`config.mk`:
```
export PLATFORM = sky130hd
export DESIGN_NAME = split_router
export DESIGN_NICKNAME = d
export VERILOG_FILES = /design/src/rtl/net_pkg.sv /design/src/rtl/network_fifo.sv /design/src/rtl/split_router.sv
export SDC_FILE = /design/constraint.sdc
export NUM_CORES = 1
export LEC_CHECK = 0
export CAP_MARGIN = 20
export CORE_ASPECT_RATIO = 1.4
export CORE_UTILIZATION = 40
export DETAILED_ROUTE_END_ITERATION = 10
export GPL_TIMING_DRIVEN = 0
export PLACE_DENSITY = 0.71
export SYNTH_ARGS = -nofsm -noshare
export SYNTH_HDL_FRONTEND = slang
export SYNTH_SLANG_ARGS = --single-unit
export TNS_END_PERCENT = 30
```
`constraint.sdc`:
```
create_clock -name clk_i -period 2.4 [get_ports clk_i]
set_input_delay 0.48 -clock clk_i [delete_from_list [all_inputs] [get_ports clk_i]]
set_output_delay 0.48 -clock clk_i [all_outputs]
set_load 0.02 [all_outputs]
```
`src/rtl/net_pkg.sv`:
```
// Shared network types: flit width, port numbering and small elaboration helpers.
// Port order is local, west, east, north, south (index 0..4).
package net_pkg;
  localparam int DW      = 16;
  localparam int N_PORTS = 5;

  localparam int P_LOCAL = 0;
  localparam int P_WEST  = 1;
  localparam int P_EAST  = 2;
  localparam int P_NORTH = 3;
  localparam int P_SOUTH = 4;

  typedef logic [DW-1:0] flit_t;

  function automatic int onehot_idx(input logic [0:N_PORTS-1] v);
    int idx;
    idx = 0;
    for (int i = 0; i < N_PORTS; i++) begin
      if (v[i]) idx = i;
    end
    return idx;
  endfunction
endpackage

```
`src/rtl/network_fifo.sv`:
```
// Generic synchronous FIFO; FWFT=1 shows the head combinationally the cycle after its write.
// Writes are dropped when full and reads when empty, so callers gate on full_o/empty_o.
module network_fifo #(
  parameter int DW    = 16,
  parameter int DEPTH = 8,
  parameter bit FWFT  = 1'b1
) (
  input  logic          clk_i,
  input  logic          rst_i,
  input  logic          wr_en_i,
  input  logic [DW-1:0] wr_data_i,
  output logic          full_o,
  input  logic          rd_en_i,
  output logic [DW-1:0] rd_data_o,
  output logic          empty_o
);
  localparam int AW = $clog2(DEPTH);

  logic [DW-1:0] mem_q [DEPTH];
  logic [AW-1:0] wr_ptr_q, wr_ptr_d, rd_ptr_q, rd_ptr_d;
  logic [AW:0]   cnt_q, cnt_d;
  logic          wr_fire, rd_fire;

  // DEPTH is a power of two, so the count MSB alone means full.
  assign full_o  = cnt_q[AW];
  assign empty_o = (cnt_q == '0);
  assign wr_fire = wr_en_i & ~full_o;
  assign rd_fire = rd_en_i & ~empty_o;

  always_comb begin
    wr_ptr_d = wr_fire ? wr_ptr_q + AW'(1) : wr_ptr_q;
    rd_ptr_d = rd_fire ? rd_ptr_q + AW'(1) : rd_ptr_q;
    cnt_d    = cnt_q + {{AW{1'b0}}, wr_fire} - {{AW{1'b0}}, rd_fire};
  end

  always_ff @(posedge clk_i) begin
    if (rst_i) begin
      wr_ptr_q <= '0;
      rd_ptr_q <= '0;
      cnt_q    <= '0;
    end else begin
      wr_ptr_q <= wr_ptr_d;
      rd_ptr_q <= rd_ptr_d;
      cnt_q    <= cnt_d;
    end
  end

  always_ff @(posedge clk_i) begin
    if (wr_fire) mem_q[wr_ptr_q] <= wr_data_i;
  end

  if (FWFT) begin : g_fwft
    assign rd_data_o = mem_q[rd_ptr_q];
  end else begin : g_reg
    logic [DW-1:0] rd_data_q, rd_data_d;
    assign rd_data_d = rd_fire ? mem_q[rd_ptr_q] : rd_data_q;
    always_ff @(posedge clk_i) begin
      if (rst_i) rd_data_q <= '0;
      else       rd_data_q <= rd_data_d;
    end
    assign rd_data_o = rd_data_q;
  end
endmodule

```
`src/rtl/split_router.sv`:
```
// Multicast fork: buffers input_sel, copies each flit to every output_mask port; accept-to-valid_o 2 edges.
// ready_o follows FIFO full; a flit pops only once every masked output slot has loaded it.
module split_router
  import net_pkg::*;
#(
  parameter logic [0:N_PORTS-1] input_sel   = 5'b10000,
  parameter logic [0:N_PORTS-1] output_mask = 5'b01000,
  parameter int                 FIFO_DEPTH  = 8
) (
  input  logic                        clk_i,
  input  logic                        rst_i,
  input  logic [0:N_PORTS-1][DW-1:0]  data_i,
  input  logic [0:N_PORTS-1]          valid_i,
  output logic [0:N_PORTS-1]          ready_o,
  output logic [0:N_PORTS-1][DW-1:0]  data_o,
  output logic [0:N_PORTS-1]          valid_o,
  input  logic [0:N_PORTS-1]          ready_i
);
  localparam int SEL = onehot_idx(input_sel);

  if ($countones(input_sel) != 1) begin : g_bad_sel
    $error("split_router: input_sel must be one-hot");
  end
  if (output_mask == '0) begin : g_bad_mask
    $error("split_router: output_mask must be non-zero");
  end
  if ((FIFO_DEPTH < 2) || ((FIFO_DEPTH & (FIFO_DEPTH - 1)) != 0)) begin : g_bad_depth
    $error("split_router: FIFO_DEPTH must be a power of two");
  end

  logic                       fifo_full, fifo_empty, wr_en, retire;
  flit_t                      head;
  logic [0:N_PORTS-1]         done_q, done_d, load, free;
  logic [0:N_PORTS-1]         out_vld_q, out_vld_d;
  logic [0:N_PORTS-1][DW-1:0] out_data_q, out_data_d;
  logic                       unused_in;

  assign unused_in = ^{data_i, valid_i};

  always_comb begin
    ready_o      = '0;
    ready_o[SEL] = ~rst_i & ~fifo_full;
  end
  assign wr_en = valid_i[SEL] & ready_o[SEL];

  network_fifo #(.DW(DW), .DEPTH(FIFO_DEPTH), .FWFT(1'b1)) u_in_fifo (
    .clk_i     (clk_i),
    .rst_i     (rst_i),
    .wr_en_i   (wr_en),
    .wr_data_i (data_i[SEL]),
    .full_o    (fifo_full),
    .rd_en_i   (retire),
    .rd_data_o (head),
    .empty_o   (fifo_empty)
  );

  // done tracks which outputs already hold the current head so none sees it twice.
  always_comb begin
    free       = ~out_vld_q | ready_i;
    load       = output_mask & ~done_q & free & {N_PORTS{~fifo_empty}};
    retire     = ~fifo_empty & ((done_q | load) == output_mask);
    done_d     = retire ? '0 : (done_q | load);
    out_vld_d  = load | (out_vld_q & ~ready_i);
    out_data_d = out_data_q;
    for (int i = 0; i < N_PORTS; i++) begin
      if (load[i]) out_data_d[i] = head;
    end
  end

  always_ff @(posedge clk_i) begin
    if (rst_i) begin
      done_q     <= '0;
      out_vld_q  <= '0;
      out_data_q <= '0;
    end else begin
      done_q     <= done_d;
      out_vld_q  <= out_vld_d;
      out_data_q <= out_data_d;
    end
  end

  always_comb begin
    valid_o = out_vld_q & output_mask & {N_PORTS{~rst_i}};
    data_o  = '0;
    for (int i = 0; i < N_PORTS; i++) begin
      if (output_mask[i]) data_o[i] = out_data_q[i];
    end
  end
endmodule

```
# Word level (Yosys, flattened, before mapping)
# Memories as Yosys holds them, arrays and structs flattened. A register that Yosys moved wholly into a read port is not among the register bits.
# Cells that the tools add are included.
dict set report classes {
  bitwise 18
  add_sub_neg 4
  mux 2
  n_eq_ne 1
  n_reduce_logical 2
}
# cell count
set ops {}
lappend ops {{$or A5 B5 Y5} 3}
lappend ops {{$and A4 B5 Y5} 2}
lappend ops {{$and A5 B5 Y5} 2}
lappend ops {{$not A5 Y5} 2}
lappend ops {{$add A3 B1 Y3 const B} 2}
lappend ops {{$and A1 B1 Y1} 5}
lappend ops {{$eq A5 B4 Y1 const B} 1}
lappend ops {{$add A4 B1 Y4} 1}
lappend ops {{$logic_not A4 Y1} 1}
lappend ops {{$not A4 Y4} 1}
lappend ops {{$sub A4 B1 Y4} 1}
lappend ops {{$not A1 Y1} 3}
lappend ops {{$mux W1} 2}
lappend ops {{$reduce_or A2 Y1} 1}
dict set report word_totals {
  memories 1
  word_cells 33
  out_inout_bits 90
  inputBits 92
  ff_bits 20
  ramBits 128
}
# name depth word_bits read_ports rd_clocked_by_memory_dff wr line
set mem_list {}
lappend mem_list {u_in_fifo.mem_q 8 16 1 1 1 network_fifo.sv:19} ;# logic [DW-1:0] mem_q [DEPTH];

# Logic depth before layout (Yosys ltp)
# Gate-level depths: netlist of the first run.
dict set report depth {
  word_depth 9
  ltp_mapped 12
  mapped_depth_nobuf 11
}

# By module
# A second synthesis of the first run with hierarchy kept.
dict set report hier_totals {
  cells_unflattened 414
  area_unflattened_um2 6956.7
}
# mod n_inst area_each_um2 seq_area_each_um2 cells_per_inst
set modules_own_cells {}
lappend modules_own_cells {network_fifo 1 5581.6 4103.9 259}
lappend modules_own_cells {split_router 1 1375.1 360.3 155}

# Least setup slack after synthesis of the first run
# Ideal clock, no wire load.
dict set report synth_path {
  path_kind {input port to flip-flop}
  start {in valid_i[0] (netlist bit)}
  end {mem u_in_fifo.mem_q[0][0], enable pin}
  slack_ns -0.061
  setup_ns 0.409
  required_time_ns 1.991
  arrival_ns 2.052
  cell_stages 3
  path_cell_list {nand2b_1 > or3_1 > nor3_1}
}
dict set report synth_between {
  elab_chain_cells 4
}
# element line
set synth_lines {}
lappend synth_lines {{start: declaration} split_router.sv:13} ;# input logic [0:N_PORTS-1] valid_i,
lappend synth_lines {{$and A1 B1 Y1} split_router.sv:44} ;# assign wr_en = valid_i[SEL] & ready_o[SEL];
lappend synth_lines {{$and A1 B1 Y1} network_fifo.sv:27} ;# assign wr_fire = wr_en_i & ~full_o;
lappend synth_lines {{$mux W1} network_fifo.sv:49} ;# if (wr_fire) mem_q[wr_ptr_q] <= wr_data_i;
lappend synth_lines {{$mux W1 (not written as such)} network_fifo.sv:49}
lappend synth_lines {{end: declaration} network_fifo.sv:19}
# No other way between the ends.

# Worst setup path in the final report of the first run
dict set report layout_path {
  start {reg u_in_fifo.cnt_q[3]}
  end {reg u_in_fifo.cnt_q[1]}
}
dict set report layout_between {
  elab_chain_cells 8
}
# element line
set layout_lines {}
lappend layout_lines {{start: declaration} network_fifo.sv:21} ;# logic [AW:0] cnt_q, cnt_d;
lappend layout_lines {{start signal: assignment} network_fifo.sv:44} ;# cnt_q <= cnt_d;
lappend layout_lines {{$logic_not A4 Y1 (*)} network_fifo.sv:26} ;# assign empty_o = (cnt_q == '0);
lappend layout_lines {{$not A1 Y1 (*)} {network_fifo.sv:28, split_router.sv:60, split_router.sv:61}}
lappend layout_lines {{$and A5 B5 Y5} split_router.sv:60} ;# load = output_mask & ~done_q & free & {N_PORTS{~fifo_empty}};
lappend layout_lines {{$or A5 B5 Y5} split_router.sv:61} ;# retire = ~fifo_empty & ((done_q | load) == output_mask);
lappend layout_lines {{$eq A5 B4 Y1} split_router.sv:61}
lappend layout_lines {{$and A1 B1 Y1} split_router.sv:61}
lappend layout_lines {{$and A1 B1 Y1 (*)} network_fifo.sv:28} ;# assign rd_fire = rd_en_i & ~empty_o;
lappend layout_lines {{via u_in_fifo.rd_fire} network_fifo.sv:22} ;# logic wr_fire, rd_fire;
lappend layout_lines {{$sub A4 B1 Y4 (*)} network_fifo.sv:33} ;# cnt_d = cnt_q + {{AW{1'b0}}, wr_fire} - {{AW{1'b0}}, rd_fire};
lappend layout_lines {{via u_in_fifo.cnt_d[1]} network_fifo.sv:21}
# Mark *: on every way through the listed nets, which the timed path passes. The rest lies on a longest branch.
# A chain may end at the register's enable or synchronous reset.

==> metrics.yaml, run 1 <==
status: "complete, no violations"
cp_max_fo: 5
clockBufferDepth: 2
clock_skew_ns: 0.0128
min_period_ns: 2.34
hp-class: "flop to flop"
setup-tns-final_ns: 0
area_growth_pct: 25.5
p_comb_share_pct: 33.1
grtUsageTotal_pct: 14.7
gp_congestion: 0.707
synth_compound_area_share_pct: 2.08
path_class: "flop to flop"
synth_cell_types: 33
yosys.area_share.xor_xnor_pct: 0.793
nets: 630
seqCellArea_um2: 4410
endpoint: "u_in_fifo.cnt_q[1]"
slew_violations: 0
grt_pass1_wl_um: 18500
place_worst_setup_slack_ns: -0.308
start_util_pct: 41.0
dr.pass1.iters: 4
grt_max_degree: 17
vias: 3441
worstSetupEndpointType: "flop"
leakage_nw: 3.08
die_x_um: 111
p_int_mw: 6.20
synthMuxAreaShare_pct: 11.0
clock-sinks: 156
setup_slack_ns: 0.0625
synth_ff_type: "edfxtp_1"
port_buffers: 37
synth_edf_count: 128
cts_buffers: 17
maxCapViolCount: 0
ir_worst_vdd_mv: 0.464
drive_gt1_share_pct: 37.6
cts-root-buf: "clkbuf_16"
synth.avg_cell_area_um2: 17.0
detail_route.wl_per_cell_um: 16.2
rr_endpoint: "u_in_fifo.cnt_q[1]"
setup_viol: 0
regToRegStartpoint: "u_in_fifo.cnt_q[3]"
antenna_found_initial: 0
relSlewSlack_pct: 45.5
max_freq_mhz: 428
worst_skew_pair.late_latency_ns: 0.42
die_area_um2: 17100
crit_path_start_kind: "flop"
rows: 55
ys_warn_count: 0
switchingPower_mw: 2.75
clk_transition_reported_paths_ns: 0.06
syn_inst: 391
worstPathRequired_ns: 2.74
synth-adder-area-share_pct: 1.62
place_area_um2: 7670
drc_errors: 0
p_sw_share_pct: 30.8
seqPwrFrac_pct: 37.6
rsz0062_at_grt: "false"
async_reset_ff_share_pct: 0
hold_viol: 0
seq_area_frac_synth_pct: 66.5
drt_wl_total_um: 12000
antennaDiodeCount: 0
reg2reg_slack_ns: 0.06
worstMarginPinSlew_ns: 0.818
coreArea_um2: 16200
cts_tree: "done"
crit_arrival_ns: 2.68
cp-startpoint: "u_in_fifo.cnt_q[3]"
grt_overflow_total: 0
placed_cells: 707
ys_seq_elements: 156
via_per_inst: 4.64
multi_input_area_um2: 1850
drt_iter0_markers: 248
fin_crit_sh_pct: 97.4
stdcell_area_um2: 8320
synth_top_family_by_area: "multiplexers"
final_cell_count_no_fill: 742
power_frac_clock_pct: 29.4
first_global_vias: 3362
fillCellCount: 1279
drtAntennaViolNets: 0
holdWs_ns: 0.494
synth_area_um2: 6630
die-height_um: 154
reg2reg_depth: 10
place_hpwl_um: 8360
ctsHtreeMaxLevel: 4
powerDensity_nw_per_um2: 1080
ios: 182
yosys.area_share.simple_pct: 7.36
==> how the worst min path moves through the flow <==
stage / startpoint / end / slack (ns) / depth (start not counted)
5_1_grt: data_o[63] / data_o[63] / 0.53 / 2
2_1_floorplan: u_in_fifo.wr_ptr_q[1] / u_in_fifo.wr_ptr_q[1] / 0.51 / 2
3_5_place_dp: data_o[59] / data_o[59] / 0.48 / 2
4_1_cts: data_o[58] / data_o[58] / 0.50 / 2
3_3_place_gp: data_o[60] / data_o[60] / 0.48 / 2
6_report: data_o[59] / data_o[59] / 0.49 / 2
==> cells by family (layout without fill, tap and decap cells) <==
kind of cell               count (synthesis)  in the layout
buffers and inverters                     96            177
AOI/OAI and AO/OA                         22             22
muxes                                     33             33
adders and majority gates                  8              8
xor gates and xnor gates                   6              6
other                                      1             72
DFF                                      156            156
and+or+nand+nor                           69             69
==> flip-flops by register name (all words and copies together), names as in the netlist <==
register,count
data_o,16
done_q,1
out_vld_q,1
u_in_fifo.cnt_q,4
u_in_fifo.mem_q,128
u_in_fifo.rd_ptr_q,3
u_in_fifo.wr_ptr_q,3
==> cells in the mapped netlist (6+ instances only) <==
cell,n,area share [%]
buf_4,74,8.4
buf_6,6,1.0
dfxtp_1,28,8.5
edfxtp_1,128,58
ha_1,7,1.3
inv_1,8,0.45
mux4_2,32,11
nand2_1,6,0.34
nor2_1,21,1.2
nor2_4,10,1.7
nor3_1,8,0.60
nor3_2,11,1.7
o22ai_1,16,1.5
==> area by class of cell <==
class,instances,area share (%)
tap,199,2.99
inverter,8,0.361
clock buffer,18,5.16
sequential,156,53.0
timing repair buffer,49,6.23
clock inverter,14,1.94
buffer,88,8.12
multi-input combinational,210,22.2
==> cells in the final DEF (no fill, tap or decap), types with 2 or more instances in the layout <==
cell type	netlist	layout
buf_2	3	4
nor3_1	8	6
nand4_4	2	2
clkinv_4	0	4
nor2b_1	4	4
clkdlybuf4s50_1	0	35
inv_8	0	2
buf_4	74	77
clkbuf_16	0	17
o22ai_1	16	16
mux4_2	32	32
buf_8	0	7
inv_2	0	3
inv_6	0	3
ha_2	0	2
clkinv_2	0	2
ha_1	7	4
nand2b_1	3	3
edfxtp_1	128	128
conb_1	1	72
a21oi_1	3	2
nor2_1	21	15
xnor2_1	5	5
nand2_1	6	6
nor2_4	10	10
buf_6	6	8
clkbuf_1	3	3
dlygate4sd2_1	0	2
nor2_2	0	6
nor3_2	11	12
dfxtp_1	28	27
inv_1	8	5
bufinv_16	0	2
==> timing repair <==
| item | in CTS | in global routing |
|---|---|---|
| hold buffers | 0 | 0 |
| buffers inserted | 0 | 3 |
| gates resized for setup | 7 | 7 |
| endpoints found under the setup margin | 5 | 3 |
| pin swaps | 0 | 1 |
| endpoints found under the hold margin | 0 | 0 |
==> power by group through the flow <==
stage | clock network, mW | logic [mW] | registers [mW]
final | 2.63 | 2.96 | 3.36
after detailed placement | 0 | 2.90 | 3.42
after CTS | 2.66 | 2.92 | 3.37
after floorplan | 0 | 1.92 | 3.57
after global routing | 2.79 | 3.18 | 3.40
after global placement | 0 | 2.82 | 3.40
==> critical path: stages (launching register included) <==
cell,delay (ns)
dfxtp_2,0.33
inv_2,0.04
ha_2,0.15
or3b_1,0.35
buf_6,0.14
o21a_4,0.13
ha_4,0.25
inv_1,0.04
ha_2,0.18
fa_2,0.51
nor2b_1,0.13
==> per-stage QoR <==
step / total power [mW] / util, %
2_1_floorplan: 5.49 / -
3_3_place_gp: 6.22 / 46.5
3_5_place_dp: 6.32 / 47.4
4_1_cts: 8.95 / 51.2
5_1_grt: 9.36 / 51.4
6_report: 8.95 / 51.4
==> metal layers <==
layer  wire, µm  share of wire (%)  vias up  GRT usage (%)
li1           -                  -     1603              -
met1       4480                 37     1671           16.8
met2       6480                 54      152           25.7
met3        865                7.2       15           4.00
met4        174                1.4        0           6.54
met5          0                  0        -              0
(Power assumes the default switching activity.)
==> run 2, diff against run 1 <==
Settings changed: REMOVE_ABC_BUFFERS from default to 1.
==> run 2 against run 1 <==
Die area unchanged. Sequential power increased by 6%. Design area decreased by 9.2%. Global-route usage decreased by 0.53 points. Flip-flop and latch count unchanged. Power decreased by 6.8%. Clock skew decreased by 0.0044 ns. Register-to-register slack improved by 0.03 ns. Non-clock buffer count decreased by 88. Count of clock-buffer cells in the layout increased by 5.
==> metrics.yaml, run 2 (synthesis results as in run 1) <==
die_area_um2: 17100
powerDensity_nw_per_um2: 1110
rows: 55
cts_buffers: 17
use_met2_pct: 25.5
grt_max_degree: 35
reg2reg_slack_ns: 0.09
clock_skew_ns: 0.00846
port_buffers: 37
cts-root-buf: "clkbuf_16"
place_hpwl_um: 7380
layout_commonest_cell: "edfxtp_1"
clock-sinks: 156
max_freq_mhz: 433
fin_crit_sh_pct: 96.3
die-height_um: 154
drive_gt1_share_pct: 24.0
coreArea_um2: 16200
hp-class: "flop to flop"
leakage_nw: 2.55
place_area_um2: 6990
dr.pass1.iters: 5
first_global_vias: 3215
vias: 3170
antenna_found_initial: 0
crit_arrival_ns: 2.58
start_util_pct: 41.0
maxCapViolCount: 0
ctsHoldBuffers: 0
relSlewSlack_pct: 39.8
nets: 542
critPathSlowestCell: "fa_2"
ios: 182
crit_path_max_incr_delay_ns: 0.42
drt_iter0_markers: 128
clk_transition_reported_paths_ns: 0.06
grt_overflow_total: 0
detail_route.wl_per_cell_um: 17.2
multi_input_area_um2: 1830
via_per_inst: 4.85
rsz0062_at_grt: "true"
busiest_layer: "met2"
seqCellArea_um2: 4410
worstMarginPinSlew_ns: 0.898
worst_skew_pair.late_latency_ns: 0.42
cp_max_fo: 6
gr-usage-met3_pct: 4.43
final_cell_mix: "128 x edfxtp_1, 72 x conb_1, 36 x clkdlybuf4s50_1"
cts_tree: "done"
worstPathRequired_ns: 2.67
crit_path_start_kind: "flop"
drtAntennaViolNets: 0
drt_wl_total_um: 11200
worstSetupEndpointType: "flop"
die_x_um: 111
gp_congestion: 0.675
ctsHtreeMaxLevel: 4
slew_violations: 0
stdcell_area_um2: 7550
ir_worst_vdd_mv: 0.406
drc_errors: 0
crit_chain: "inv_1 -> ha_1 -> or3b_4 -> o21a_1 -> ha_1 -> inv_1 -> ha_2 -> fa_2 -> nor2b_1"
status: "complete, no violations"
antennaDiodeCount: 0
path_class: "flop to flop"
clockBufferDepth: 2
met1_usage_pct: 15.4
grtUsageTotal_pct: 14.2
setup_viol: 0
final_cell_count_no_fill: 653
hold_viol: 0
grt_pass1_wl_um: 17800
min_period_ns: 2.31
largest_reg_flops: 128
placed_cells: 619
area_growth_pct: 13.9
top_register: "u_in_fifo.mem_q"
fillCellCount: 1319
-- run 2: timing repair --
action / 4_1_cts / 5_1_grt
endpoints found under the hold margin: 0 / 0
gates resized for setup: 1 / 5
buffers inserted: 1 / 2
setup endpoints to repair: 3 / 9
pin swaps: 0 / 1
-- run 2: routing by layer --
layer,share of wire (%),vias up
li1,-,1421
met1,38,1590
met2,55,150
met3,6.3,9
met4,1.1,0
met5,0,-
-- run 2: final timing paths --
check / cells past startpoint / endpoint / startpoint
worst max-delay path: 9 / u_in_fifo.cnt_q[1] / u_in_fifo.cnt_q[3]
worst min-delay path: 2 / data_o[58] / data_o[58]
worst max register to register: 9 / u_in_fifo.cnt_q[1] / u_in_fifo.cnt_q[3]
worst min register to register: 2 / data_o[58] / data_o[58]
-- run 2: power by group --
part	internal (mW)	leakage, nW	switching [mW]	total, mW
registers	3.20	1.39	0.350	3.55
clock network	1.41	0.241	0.967	2.38
logic	1.22	0.921	1.20	2.42
total	5.83	2.55	2.52	8.35
-- run 2: worst max-delay path, delay by kind of cell (launching register included) --
kind / cells / cell delay (ns)
and+or+nand+nor: 2 / 0.55
AOI/OAI and AO/OA: 1 / 0.14
DFF: 1 / 0.33
buffers and inverters: 2 / 0.13
adders and majority gates: 4 / 1.03
-- run 2: metrics by stage --
step                      setup TNS, ns  total power [mW]  utilization [%]  hold WS [ns]  setup slack (ns)
final                                 0              8.35             46.7         0.491            0.0882
after global routing            -0.0357              8.79             46.7         0.531          -0.00773
after CTS                             0              8.39             46.5         0.492           0.00404
after detailed placement         -12.97              5.98             43.2         0.481            -0.346
after global placement          -271.64              5.91             42.3         0.484             -2.62
after floorplan                   -2.36              5.21                -         0.492            -0.109
-- run 2: area by class of cell --
cell class              instances  area share [%]
clock buffers                  23            5.93
inverters                       8           0.398
flip-flops and latches        156            58.4
multi-input cells             210            24.2
well taps                     199            3.30
repair buffers                 49            6.84
clock inverters                 8           0.978
==> run 3, diff against run 2 <==
Settings changed: CELL_PAD_IN_SITES_DETAIL_PLACEMENT from default to 1, CELL_PAD_IN_SITES_GLOBAL_PLACEMENT from default to 1, CORE_UTILIZATION 40 to 36, PLACE_DENSITY 0.71 to default, PLACE_DENSITY_LB_ADDON from default to 0.1, SLEW_MARGIN from default to 20, SYNTH_HIERARCHICAL from default to 1.
==> run 3 against run 2 <==
Core utilization decreased by 3.0 points. Power increased by 1.2%. Non-clock buffer count increased by 7. Via count increased by 5.9%. Flip-flop and latch count increased by 3. Design area increased by 8.4%. Cell count increased by 11%. Combinational power decreased by 12%. Hold slack got worse by 0.038 ns. Die area increased by 16%. Critical endpoint is now u_in_fifo/mem_q[5][14]. Largest cell class unchanged.
==> metrics.yaml, run 3 <==
grt_max_degree: 42
rsz0062_at_grt: "true"
worstPathRequired_ns: 2.46
power.total_mw: 8.45
final_cell_mix: "128 x edfxtp_1, 72 x conb_1, 39 x nand2b_1"
hold_viol: 0
path_class: "input port to flop"
gp_congestion: 0.637
seq_area_frac_synth_pct: 64.2
grtUsageTotal_pct: 14.1
dr.pass1.iters: 4
status: "complete, no violations"
slew_violations: 0
synth_top_cells_by_count: "128 x edfxtp_1, 72 x buf_4, 39 x nand2b_1"
critPathSlowestCell: "nor2_4"
setup-tns-final_ns: 0
worstSetupEndpointType: "flop"
ys_seq_elements: 159
reg2reg_depth: 5
async_reset_ff_share_pct: 0
place_area_um2: 7390
cp_max_fo: 41
detail_route.wl_per_cell_um: 18.4
clk_transition_reported_paths_ns: 0.06
drive_gt1_share_pct: 18.6
hold_end: "done_q[1]"
antenna_found_initial: 0
holdWs_ns: 0.453
seqCellArea_um2: 4470
drtAntennaViolNets: 0
port_buffers: 37
crit_path_max_incr_delay_ns: 0.61
clock_skew_ns: 0.00666
synth_top_cell_area_share_pct: 55.3
min_period_ns: 2.38
drt_wl_total_um: 13400
fillCellCount: 1839
cts-root-buf: "clkbuf_16"
fin_crit_sh_pct: 99.3
clockBufferDepth: 2
synth_cell_types: 34
worstMarginPinSlew_ns: 0.864
first_global_vias: 3471
synth_ff_type: "edfxtp_1"
coreArea_um2: 18800
clock-sinks: 159
leakage_nw: 2.88
antennaDiodeCount: 0
ir_worst_vdd_mv: 0.464
setup_viol: 0
die_x_um: 119
hp-class: "flop to flop"
syn_inst: 414
drc_errors: 0
regToRegStartpoint: "u_in_fifo/cnt_q[3]"
top_register: "u_in_fifo/mem_q"
place_hpwl_um: 7700
synth_area_um2: 6960
stdcell_area_um2: 8190
powerDensity_nw_per_um2: 1030
synth_edf_count: 128
largest_reg_flops: 128
nets: 570
synth.avg_cell_area_um2: 16.8
die-height_um: 166
ys_warn_count: 6
layout_commonest_cell: "edfxtp_1"
worst_skew_pair.late_latency_ns: 0.42
area_growth_pct: 17.7
relSlewSlack_pct: 42.3
drt_iter0_markers: 117
cts_buffers: 17
maxCapViolCount: 0
start_util_pct: 37.1
vias: 3357
worstHoldStart: "done_q[1]"
synth_top_cell_by_area: "edfxtp_1"
crit_path_start_kind: "input port"
whs_path_depth: 2
synthMostInstantiatedCell: "edfxtp_1"
via_per_inst: 4.61
grt_overflow_total: 0
crit_chain: "buf_2 -> buf_12 -> nor2_1 -> and2_1 -> nor2b_2 -> nand2b_1 -> nor2_4"
rr_endpoint: "u_in_fifo/mem_q[5][14]"
grt_pass1_wl_um: 20200
reg2reg_slack_ns: 0.14
die_area_um2: 19900
synth_area_leaders: "edfxtp_1 55%, mux4_1 11%, dfxtp_1 8.9%"
crit_arrival_ns: 2.44
ios: 182
multi_input_area_um2: 2170
max_freq_mhz: 420
cts_tree: "done"
rows: 59
ctsHtreeMaxLevel: 4
==> run 3: cells by family after synthesis <==
group / count (synthesis) / share of synthesized area (%)
flip-flops: 159 / 64.2
buffers and inverters: 92 / 9.64
AND/OR/NAND/NOR: 75 / 6.19
multiplexers: 69 / 17.5
adder cells (fa/ha/maj): 7 / 1.37
AO/OA/AOI/OAI: 7 / 0.557
XOR/XNOR: 4 / 0.504
other: 1 / 0.0539
==> run 3: report_power, final <==
group	switching [mW]	internal [mW]	total, mW
Sequential	0.248	3.23	3.47
Combinational	0.997	1.13	2.13
Clock	1.10	1.74	2.84
Total	2.35	6.10	8.45
==> run 3: critical path, delay by kind of cell <==
family	cells	cell delay (ns)
and+or+nand+nor	5	1.57
buffers and inverters	2	0.36
==> run 3: layer usage <==
| metal | vias up | global-route usage [%] | part of all wire [%] |
|---|---|---|---|
| met2 | 99 | 24.4 | 52 |
| met4 | 0 | 5.71 | 1.5 |
| met3 | 16 | 3.12 | 3.9 |
| met5 | - | 0 | 0 |
| li1 | 1525 | - | - |
| met1 | 1717 | 16.9 | 43 |
==> run 3: how the worst max path moves through the flow <==
stage               cells after the start   from  slack (ns)                      to
detailed placement                      9  rst_i       -0.84   u_in_fifo/mem_q[0][1]
global route                            7  rst_i       -0.14  u_in_fifo/mem_q[5][10]
floorplan                               5  rst_i       -0.67   u_in_fifo/mem_q[2][0]
global placement                        6  rst_i       -3.65   u_in_fifo/mem_q[2][1]
CTS                                     7  rst_i     -0.0009  u_in_fifo/mem_q[4][15]
finish                                  7  rst_i        0.02  u_in_fifo/mem_q[5][14]
==> run 3: through the flow <==
| stage | cells | setup slack, ns | util (%) |
|---|---|---|---|
| 2_1_floorplan | 396 | -0.674 | - |
| 3_3_place_gp | 677 | -3.65 | 38.6 |
| 3_5_place_dp | 684 | -0.836 | 39.4 |
| 4_1_cts | 719 | -0.000874 | 43.1 |
| 5_1_grt | 728 | -0.138 | 43.7 |
| 6_report | 728 | 0.0177 | 43.7 |
==> run 3: what timing repair did <==
item	CTS	global route
hold buffers	0	0
pin swaps	4	3
setup endpoints to repair	128	102
endpoints found under the hold margin	0	0
gates resized for setup	5	1
setup buffers	3	9
==> run 3: final cells by class <==
class                   count  share of cell area (%)
well taps                 244                    3.73
repair buffers             56                    7.47
clock inverters            14                    2.31
inverters                   3                   0.138
flip-flops and latches    159                    54.6
clock buffers              18                    5.24
multi-input cells         234                    26.5
